===== src/rtl/multicycle_control_unit.sv =====
// Multicycle RV32I control FSM: sequences FETCH/DECODE/EXECUTE/MEMORY/WRITEBACK over a
// ready-based memory handshake, with illegal-opcode and bus-timeout traps and an instret counter.
module multicycle_control_unit #(
    parameter int TIMEOUT_CYCLES = 15,
    parameter int CNT_W          = 32
) (
    input  logic             clk,
    input  logic             rst_n,
    input  logic [6:0]       opcode,
    input  logic             zero,
    input  logic             mem_ready,
    input  logic             trap_clear,
    output logic             mem_req,
    output logic             mem_we,
    output logic             ir_write,
    output logic             pc_write,
    output logic             regwrite,
    output logic [1:0]       pc_src,
    output logic [1:0]       alu_src_a,
    output logic [1:0]       alu_src_b,
    output logic [1:0]       aluop,
    output logic [1:0]       wb_sel,
    output logic             illegal,
    output logic             bus_error,
    output logic             halted,
    output logic [2:0]       state_o,
    output logic [CNT_W-1:0] instret
);

    typedef enum logic [2:0] {
        S_IDLE      = 3'd0,
        S_FETCH     = 3'd1,
        S_DECODE    = 3'd2,
        S_EXECUTE   = 3'd3,
        S_MEMORY    = 3'd4,
        S_WRITEBACK = 3'd5,
        S_TRAP      = 3'd6
    } state_t;

    localparam logic [6:0] OP_R      = 7'b0110011;
    localparam logic [6:0] OP_I      = 7'b0010011;
    localparam logic [6:0] OP_LOAD   = 7'b0000011;
    localparam logic [6:0] OP_STORE  = 7'b0100011;
    localparam logic [6:0] OP_BRANCH = 7'b1100011;
    localparam logic [6:0] OP_JAL    = 7'b1101111;
    localparam logic [6:0] OP_JALR   = 7'b1100111;
    localparam logic [6:0] OP_LUI    = 7'b0110111;
    localparam logic [6:0] OP_AUIPC  = 7'b0010111;

    localparam int WAIT_W = (TIMEOUT_CYCLES < 2) ? 1 : $clog2(TIMEOUT_CYCLES + 1);
    localparam logic [WAIT_W-1:0] WAIT_LAST =
        (TIMEOUT_CYCLES > 0) ? WAIT_W'(TIMEOUT_CYCLES - 1) : '0;

    state_t             r_state;
    state_t             w_next;
    logic [6:0]         r_op_q;
    logic [WAIT_W-1:0]  r_wait;
    logic [CNT_W-1:0]   r_instret;
    logic               r_illegal;
    logic               r_bus_error;
    logic               r_halted;
    logic               w_mem_phase;
    logic               w_timeout;
    logic               w_op_legal;
    logic               w_retire;
    logic               w_set_illegal;
    logic               w_set_bus_error;

    assign w_mem_phase = (r_state == S_FETCH) || (r_state == S_MEMORY);
    // Final wait cycle of a request; a simultaneous mem_ready takes priority in the FSM.
    assign w_timeout   = (TIMEOUT_CYCLES != 0) && w_mem_phase && !mem_ready && (r_wait == WAIT_LAST);
    assign w_op_legal  = (opcode == OP_R) || (opcode == OP_I) || (opcode == OP_LOAD) ||
                         (opcode == OP_STORE) || (opcode == OP_BRANCH) || (opcode == OP_JAL) ||
                         (opcode == OP_JALR) || (opcode == OP_LUI) || (opcode == OP_AUIPC);

    assign illegal   = r_illegal;
    assign bus_error = r_bus_error;
    assign halted    = r_halted;
    assign state_o   = r_state;
    assign instret   = r_instret;

    always_comb begin
        w_next          = r_state;
        w_retire        = 1'b0;
        w_set_illegal   = 1'b0;
        w_set_bus_error = 1'b0;
        mem_req         = 1'b0;
        mem_we          = 1'b0;
        ir_write        = 1'b0;
        pc_write        = 1'b0;
        regwrite        = 1'b0;
        pc_src          = 2'd0;
        alu_src_a       = 2'd0;
        alu_src_b       = 2'd0;
        aluop           = 2'b00;
        wb_sel          = 2'd0;
        case (r_state)
            S_IDLE: w_next = S_FETCH;
            S_FETCH: begin
                mem_req   = 1'b1;
                alu_src_b = 2'd1;
                if (mem_ready) begin
                    ir_write = 1'b1;
                    pc_write = 1'b1;
                    w_next   = S_DECODE;
                end else if (w_timeout) begin
                    w_set_bus_error = 1'b1;
                    w_next          = S_TRAP;
                end
            end
            S_DECODE: begin
                alu_src_a = 2'd2;
                alu_src_b = 2'd2;
                if (w_op_legal) begin
                    w_next = S_EXECUTE;
                end else begin
                    w_set_illegal = 1'b1;
                    w_next        = S_TRAP;
                end
            end
            S_EXECUTE: begin
                w_next = S_WRITEBACK;
                case (r_op_q)
                    OP_R:      begin alu_src_a = 2'd1; aluop = 2'b10; end
                    OP_I:      begin alu_src_a = 2'd1; alu_src_b = 2'd2; aluop = 2'b11; end
                    OP_LOAD, OP_STORE: begin
                        alu_src_a = 2'd1;
                        alu_src_b = 2'd2;
                        w_next    = S_MEMORY;
                    end
                    OP_BRANCH: begin
                        alu_src_a = 2'd1;
                        aluop     = 2'b01;
                        pc_write  = zero;
                        pc_src    = 2'd1;
                        w_retire  = 1'b1;
                        w_next    = S_FETCH;
                    end
                    OP_JAL:    begin pc_write = 1'b1; pc_src = 2'd1; end
                    OP_JALR: begin
                        alu_src_a = 2'd1;
                        alu_src_b = 2'd2;
                        pc_write  = 1'b1;
                        pc_src    = 2'd2;
                    end
                    OP_LUI:    begin alu_src_a = 2'd3; alu_src_b = 2'd2; end
                    OP_AUIPC:  begin alu_src_a = 2'd2; alu_src_b = 2'd2; end
                    default: begin
                        w_set_illegal = 1'b1;
                        w_next        = S_TRAP;
                    end
                endcase
            end
            S_MEMORY: begin
                mem_req = 1'b1;
                mem_we  = (r_op_q == OP_STORE);
                if (mem_ready) begin
                    w_retire = (r_op_q == OP_STORE);
                    w_next   = (r_op_q == OP_STORE) ? S_FETCH : S_WRITEBACK;
                end else if (w_timeout) begin
                    w_set_bus_error = 1'b1;
                    w_next          = S_TRAP;
                end
            end
            S_WRITEBACK: begin
                regwrite = 1'b1;
                w_retire = 1'b1;
                w_next   = S_FETCH;
                if (r_op_q == OP_LOAD) begin
                    wb_sel = 2'd1;
                end else if ((r_op_q == OP_JAL) || (r_op_q == OP_JALR)) begin
                    wb_sel = 2'd2;
                end
            end
            S_TRAP: begin
                if (trap_clear) w_next = S_IDLE;
            end
            default: w_next = S_IDLE;
        endcase
    end

    always_ff @(posedge clk or negedge rst_n) begin
        if (!rst_n) begin
            r_state     <= S_IDLE;
            r_op_q      <= '0;
            r_wait      <= '0;
            r_instret   <= '0;
            r_illegal   <= 1'b0;
            r_bus_error <= 1'b0;
            r_halted    <= 1'b0;
        end else begin
            r_state <= w_next;
            if (r_state == S_DECODE) r_op_q <= opcode;
            // Any state change restarts the wait count, covering entry to FETCH and MEMORY.
            if (w_next != r_state) begin
                r_wait <= '0;
            end else if (w_mem_phase && !mem_ready) begin
                r_wait <= r_wait + 1'b1;
            end
            if (w_retire) r_instret <= r_instret + 1'b1;
            if ((r_state == S_TRAP) && trap_clear) begin
                r_illegal   <= 1'b0;
                r_bus_error <= 1'b0;
                r_halted    <= 1'b0;
            end else begin
                if (w_set_illegal) begin
                    r_illegal <= 1'b1;
                    r_halted  <= 1'b1;
                end
                if (w_set_bus_error) begin
                    r_bus_error <= 1'b1;
                    r_halted    <= 1'b1;
                end
            end
        end
    end

endmodule


===== config.mk =====
export PLATFORM = sky130hd
export DESIGN_NAME = multicycle_control_unit
export DESIGN_NICKNAME = d
export VERILOG_FILES = /design/src/rtl/multicycle_control_unit.sv
export SDC_FILE = /design/constraint.sdc
export NUM_CORES = 1
export LEC_CHECK = 0
export ABC_AREA = 1
export CAP_MARGIN = 20
export CORE_MARGIN = 2
export CORE_UTILIZATION = 52
export DETAILED_ROUTE_END_ITERATION = 12
export MAX_ROUTING_LAYER = met4
export PLACE_DENSITY = 0.79
export SLEW_MARGIN = 15
export SYNTH_ARGS = -nofsm -noshare
export SYNTH_HDL_FRONTEND = slang
export SYNTH_SLANG_ARGS = --single-unit

===== constraint.sdc =====
create_clock -name clk -period 1.84 [get_ports clk]
set_input_delay 0.184 -clock clk [delete_from_list [all_inputs] [get_ports clk]]
set_output_delay 0.184 -clock clk [all_outputs]
set_load 0.03 [all_outputs]

==> flow_metrics.env, run 1 <==
export IMPL_cp_end_kind="primary output"
export IMPL_io_pins=65
export IMPL_finalHoldViolCount=0
export IMPL_diodes=0
export IMPL_mostFrequentLayoutCells="nand2_1 (105), inv_1 (49), clkdlybuf4s50_1 (48)"
export IMPL_vias=3438
export IMPL_path_cells="inv_2 > nand2_4 > nor2_4 > clkinv_4 > nor4_4 > nand2_2 > o31ai_2 > buf_4"
export IMPL_dp_hpwl_um=6413
export IMPL_syn_to_final_growth_pct=45.23
export IMPL_max_slew_margin_pct=64.00
export IMPL_min_period_over_period_pct=110.1
export IMPL_yosysWarningCount=0
export IMPL_antenna_found_initial=0
export IMPL_nNetsFinal=554
export IMPL_reg2reg_slack_ns=-0.03
export IMPL_clk_pin_slew_worst_paths_ns=0.09
export IMPL_drive_above_1_share_pct=27.04
export IMPL_fmax_ghz=0.4934
export IMPL_track_usage_pct=26.69
export IMPL_cts_buffers=5
export IMPL_syn_nets=436
export IMPL_core_um2=5921
export IMPL_rr_endpoint="instret[0]"
export IMPL_routed_wl_um=9682
export IMPL_synth_seq_area_share_pct=38.45
export IMPL_crit_family="simple AND/OR/NAND/NOR gates"
export IMPL_die_width_um=82.32
export IMPL_drtIter0Drc=263
export IMPL_synth_cell_type_count=35
export IMPL_yosysTopAreaCellShare_pct=38.45
export IMPL_yosys_area_top_type="dfrtp_1"
export IMPL_num_rows=28
export IMPL_overflow=0
export IMPL_start_util_pct=53.87
export IMPL_setup_viol=10
export IMPL_syn_inst=421
export IMPL_seq_area_um2=1230
export IMPL_synth_avg_cell_area_um2=7.576
export IMPL_reg2regPathDepth=12
export IMPL_insertion_delay_ns=0.31
export IMPL_irDropWorstVdd_mv=1.001
export IMPL_cts_sinks=49
export IMPL_first_pass_iters=5
export IMPL_worstReg2RegStart="state_o[2]"
export IMPL_rsz0062_at_grt="yes"
export IMPL_cts_tree="yes"
export IMPL_ant_nets=0
export IMPL_grt_max_degree=29
export IMPL_power_density_nw_per_um2=1134
export IMPL_startpoint_type="flip-flop"
export IMPL_syn_area_um2=3189
export IMPL_first_global_vias=3089
export IMPL_critPathSlowestCell="dfrtp_2"
export IMPL_htreeDepth=2
export IMPL_min_path_type="in -> async"
export IMPL_finalMaxSlewViolations=0
export IMPL_dieArea_um2=6776
export IMPL_timing_hold_ws_ns=0.3813
export IMPL_cpPeakStageDelay_ns=0.42
export IMPL_worst_pin_slew_ns=0.5400
export IMPL_vias_per_cell=5.590
export IMPL_period_needed_ns=2.027
export IMPL_cts_root_buffer="clkbuf_8"
export IMPL_leakage_nw=2.102
export IMPL_worstPathArrival_ns=1.84
export IMPL_layout_cells_most_common="nand2_1"
export IMPL_grt_pass1_wl_um=13550
export IMPL_max_cap_violations=0
export IMPL_io_buffers=64
export IMPL_wl_per_cell_um=15.74
export IMPL_multiInputGateArea_um2=1854
export IMPL_ys_seq_elements=49
export IMPL_outcome="finished, violations left"
export IMPL_fin_skew_ns=0.005840
export IMPL_violations="negative setup slack"
export IMPL_crit_required_ns=1.66
export IMPL_crit_type="reg -> out"
export IMPL_setup_ws_ns=-0.1867
export IMPL_cp_max_fo=4
export IMPL_synth_top_cells_by_area="dfrtp_1 (38%), nand2_1 (13%), xor2_1 (8.5%)"
export IMPL_crit_buf_inv=3
export IMPL_pre_cts_ws_ns=0.03604
export IMPL_die_y_um=82.32
export IMPL_clk_path_buf_depth=2
export IMPL_n_fill_cell=402
export IMPL_place_congestion=1.012
export IMPL_drc_errors=0
## through the flow
| stage | cell area [um2] | power, mW | cells | setup TNS, ns | util [%] |
|---|---|---|---|---|---|
| 2_1_floorplan | 3233 | 3.034 | 421 | -0.4621 | - |
| 3_3_place_gp | 4066 | 3.769 | 577 | 0 | 68.68 |
| 3_5_place_dp | 4066 | 3.831 | 577 | 0 | 68.68 |
| 4_1_cts | 4260 | 4.620 | 594 | -0.1541 | 71.96 |
| 5_1_grt | 4632 | 5.544 | 615 | -2.272 | 78.23 |
| 6_report | 4632 | 5.254 | 615 | -0.5846 | 78.23 |
## cell families after synthesis
logic type               Yosys count  share of synthesized area, %
AO/OA/AOI/OAI                     43                         10.28
AND/OR/NAND/NOR                  224                         30.76
adder cells (fa/ha/maj)            3                         1.177
flip-flops                        49                         38.45
multiplexers                       2                        0.7061
XOR/XNOR                          34                         9.337
buffers and inverters             66                         9.298
## Yosys cell counts
cell type / count
o41ai_1: 1
nor4_1: 1
mux2_1: 2
o21a_1: 1
xnor2_1: 3
nor2_4: 2
nor2_2: 1
nor3b_1: 1
ha_1: 3
o211ai_4: 1
nand3_1: 19
nor3_2: 1
o31ai_1: 2
clkbuf_4: 2
inv_4: 1
nor2_1: 45
clkbuf_1: 1
nand2_1: 110
dfrtp_1: 49
o21ai_2: 20
a21oi_1: 2
inv_1: 54
inv_2: 5
a32oi_1: 1
nand3_2: 2
a31oi_1: 1
buf_8: 2
nand2_2: 4
nor3_1: 27
xor2_1: 31
buf_12: 1
o21ai_0: 13
nand3b_1: 2
a221o_1: 1
nand4_1: 9
## final cells by class
cell class              instances  area share, %
flip-flops and latches         49          26.55
well taps                      75          2.026
multi-input cells             306          40.03
repair buffers                117          24.37
inverters                      60          5.078
clock buffers                   8          1.945
## worst reg2reg max path, delay by kind of cell, from the launching register on
family / cells / cell delay, ns
AOI/OAI and AO/OA: 1 / 0.12
xor gates and xnor gates: 1 / 0.15
buffers and inverters: 7 / 0.80
DFF: 1 / 0.42
and+or+nand+nor: 3 / 0.31
## how the worst max path moves through the flow
stage,startpoint,end,slack (ns),depth (start not counted)
2_1_floorplan,state_o[2],alu_src_b[1],-0.14,7
3_3_place_gp,mem_ready,ir_write,0.07,4
3_5_place_dp,mem_ready,ir_write,0.04,4
4_1_cts,r_op_q[2],aluop[0],-0.11,9
5_1_grt,state_o[2],aluop[0],-0.27,8
6_report,state_o[2],aluop[0],-0.19,8
## where the power goes
part           switching (mW)  total (mW)  internal [mW]
logic                    1.82        3.08           1.27
registers               0.210        1.50           1.29
clock network           0.367       0.674          0.308
## metal layers
layer	vias up	track usage, %	share of wire, %
li1	1590	-	-
met1	1634	29.37	38
met2	167	47.74	52
met3	47	4.022	5.8
met4	0	11.50	4.5
met5	-	-	0
## sequential cells by signal, summed over array words and instances (netlist names)
register / count
halted: 1
state_o: 3
illegal: 1
instret: 32
r_op_q: 7
r_wait: 4
bus_error: 1
## timing repair
item                                   4_1_cts  5_1_grt
endpoints found under the hold margin       21        0
pin swaps                                    5       12
cloned                                       0        3
setup endpoints to repair                   11       33
gates resized for setup                     21       55
hold buffers                                 1        0
buffers inserted                             8       18
Note: power is estimated with default switching activity, not from simulation.
==> run 2, diff against run 1 <==
--- a/config.mk
+++ b/config.mk
@@ -7,6 +7,7 @@
 export LEC_CHECK = 0
 export ABC_AREA = 1
 export CAP_MARGIN = 20
+export CORE_ASPECT_RATIO = 1.25
 export CORE_MARGIN = 2
 export CORE_UTILIZATION = 52
 export DETAILED_ROUTE_END_ITERATION = 12
==> flow_metrics.env, run 2 (same netlist as run 1, synthesis figures left out) <==
export IMPL_place_congestion=0.9789
export IMPL_period_needed_ns=1.885
export IMPL_fin_skew_ns=0.009312
export IMPL_setup_ws_ns=-0.04537
export IMPL_min_path_type="in -> async"
export IMPL_clk_pin_slew_worst_paths_ns=0.09
export IMPL_startpoint_type="flip-flop"
export IMPL_cts_buffers=5
export IMPL_reg2reg_slack_ns=0.09
export IMPL_dp_cells=589
export IMPL_grtUsageMet1_pct=30.37
export IMPL_cts_sinks=49
export IMPL_first_pass_iters=4
export IMPL_io_pins=65
export IMPL_n_fill_cell=455
export IMPL_clk_path_buf_depth=2
export IMPL_startpoint="state_o[2]"
export IMPL_rr_endpoint="r_wait[3]"
export IMPL_setup_tns_final_ns=-0.07036
export IMPL_insertion_delay_ns=0.30
export IMPL_first_global_vias=3283
export IMPL_fin_util_pct=75.11
export IMPL_crit_type="reg -> out"
export IMPL_ant_nets=0
export IMPL_crit_buf_inv=3
export IMPL_die_y_um=91.56
export IMPL_power_density_nw_per_um2=1121
export IMPL_finalMaxSlewViolations=0
export IMPL_start_util_pct=54.45
export IMPL_diodes=0
export IMPL_pre_cts_ws_ns=-0.1526
export IMPL_finalHoldViolCount=0
export IMPL_track_usage_pct=28.58
export IMPL_max_cap_violations=0
export IMPL_worst_pin_slew_ns=0.4702
export IMPL_die_width_um=74.05
export IMPL_vias=3194
export IMPL_rsz0062_at_grt="yes"
export IMPL_min_period_over_period_pct=102.5
export IMPL_violations="negative setup slack"
export IMPL_max_slew_margin_pct=68.65
export IMPL_cp_end_kind="primary output"
export IMPL_final_cells=612
export IMPL_wl_per_cell_um=14.06
export IMPL_routed_wl_um=8607
export IMPL_crit_required_ns=1.66
export IMPL_drive_above_1_share_pct=22.83
export IMPL_irDropWorstVdd_mv=1.030
export IMPL_mostFrequentLayoutCells="nand2_1 (108), inv_1 (52), clkdlybuf4s50_1 (48)"
export IMPL_vias_per_cell=5.219
export IMPL_grt_pass1_wl_um=14750
export IMPL_fmax_ghz=0.5304
export IMPL_dp_hpwl_um=6516
export IMPL_dieArea_um2=6780
export IMPL_crit_family="simple AND/OR/NAND/NOR gates"
export IMPL_critPathSlowestCell="dfrtp_2"
export IMPL_crit_cells=8
export IMPL_multiInputGateArea_um2=1775
export IMPL_nNetsFinal=545
export IMPL_io_buffers=64
export IMPL_seq_area_um2=1230
export IMPL_leakage_nw=1.999
export IMPL_cts_tree="yes"
export IMPL_met2_usage_pct=49.55
export IMPL_cts_root_buffer="clkbuf_8"
export IMPL_core_um2=5857
export IMPL_worstReg2RegStart="state_o[1]"
export IMPL_syn_to_final_growth_pct=37.94
export IMPL_grt_max_degree=31
export IMPL_outcome="finished, violations left"
export IMPL_setup_worst_path_end="aluop[0]"
export IMPL_htreeDepth=2
export IMPL_path_cells="inv_2 > nand2_4 > nor2_4 > inv_4 > nor4_4 > nand2_2 > o31ai_2 > buf_4"
export IMPL_layout_cells_most_common="nand2_1"
export IMPL_grt_use_met3_pct=4.550
export IMPL_cpPeakStageDelay_ns=0.45
export IMPL_overflow=0
export IMPL_grt_busiest_layer="met2"
export IMPL_drc_errors=0
export IMPL_cp_max_fo=4
export IMPL_largest_register_ffs=32
export IMPL_reg2regPathDepth=9
export IMPL_antenna_found_initial=0
export IMPL_setup_viol=3
export IMPL_worstPathArrival_ns=1.70
export IMPL_drtIter0Drc=161
export IMPL_num_rows=31
## run 2: changes by cell type in the layout (fill, tap and decap cells not counted), sizes merged
cell           change
buf                -6
clkdlybuf4s15      +2
clkbuf             -8
dlygate4sd2        +1
inv                +1
## run 2: layer usage
metal,part of all wire (%),vias to the layer above,wire length (um)
met5,0,-,0
met2,52,112,4447
li1,-,1562,-
met1,39,1476,3321
met3,4.0,44,342
met4,5.8,0,497
## run 2: power breakdown
| part | internal, mW | total (mW) | switching (mW) |
|---|---|---|---|
| logic | 1.12 | 2.85 | 1.73 |
| registers | 1.29 | 1.47 | 0.185 |
| clock network | 0.260 | 0.608 | 0.348 |
| total | 2.67 | 4.93 | 2.27 |
## run 2: worst min-delay path by stage
stage / startpoint / to / slack (ns)
after floorplan: rst_n / bus_error / -0.11
after detailed placement: rst_n / instret[4] / 0.17
final: rst_n / instret[4] / 0.36
after CTS: rst_n / instret[4] / 0.37
after global placement: rst_n / instret[4] / 0.16
after global routing: rst_n / instret[2] / 0.41
## run 2: through the flow
| stage | power (mW) | cell area, um2 | hold WS, ns |
|---|---|---|---|
| 2_1_floorplan | 3.034 | 3233 | -0.1116 |
| 3_3_place_gp | 3.888 | 4100 | 0.1644 |
| 3_5_place_dp | 3.924 | 4100 | 0.1657 |
| 4_1_cts | 4.710 | 4307 | 0.3741 |
| 5_1_grt | 5.256 | 4399 | 0.4108 |
| 6_report | 4.931 | 4399 | 0.3601 |
## run 2: cell type report
type / instances / area share (%)
tap: 82 / 2.332
clock buffer: 6 / 1.650
multi-input combinational: 306 / 40.36
clock inverter: 1 / 0.1138
sequential: 49 / 27.96
timing repair buffer: 108 / 22.35
inverter: 60 / 5.233
## run 2: repair_timing
item / in CTS / in global routing
endpoints found under the hold margin: 19 / 0
hold buffers: 1 / 0
pin swaps: 5 / 6
gates resized for setup: 15 / 26
endpoints found under the setup margin: 32 / 36
buffers inserted: 12 / 3
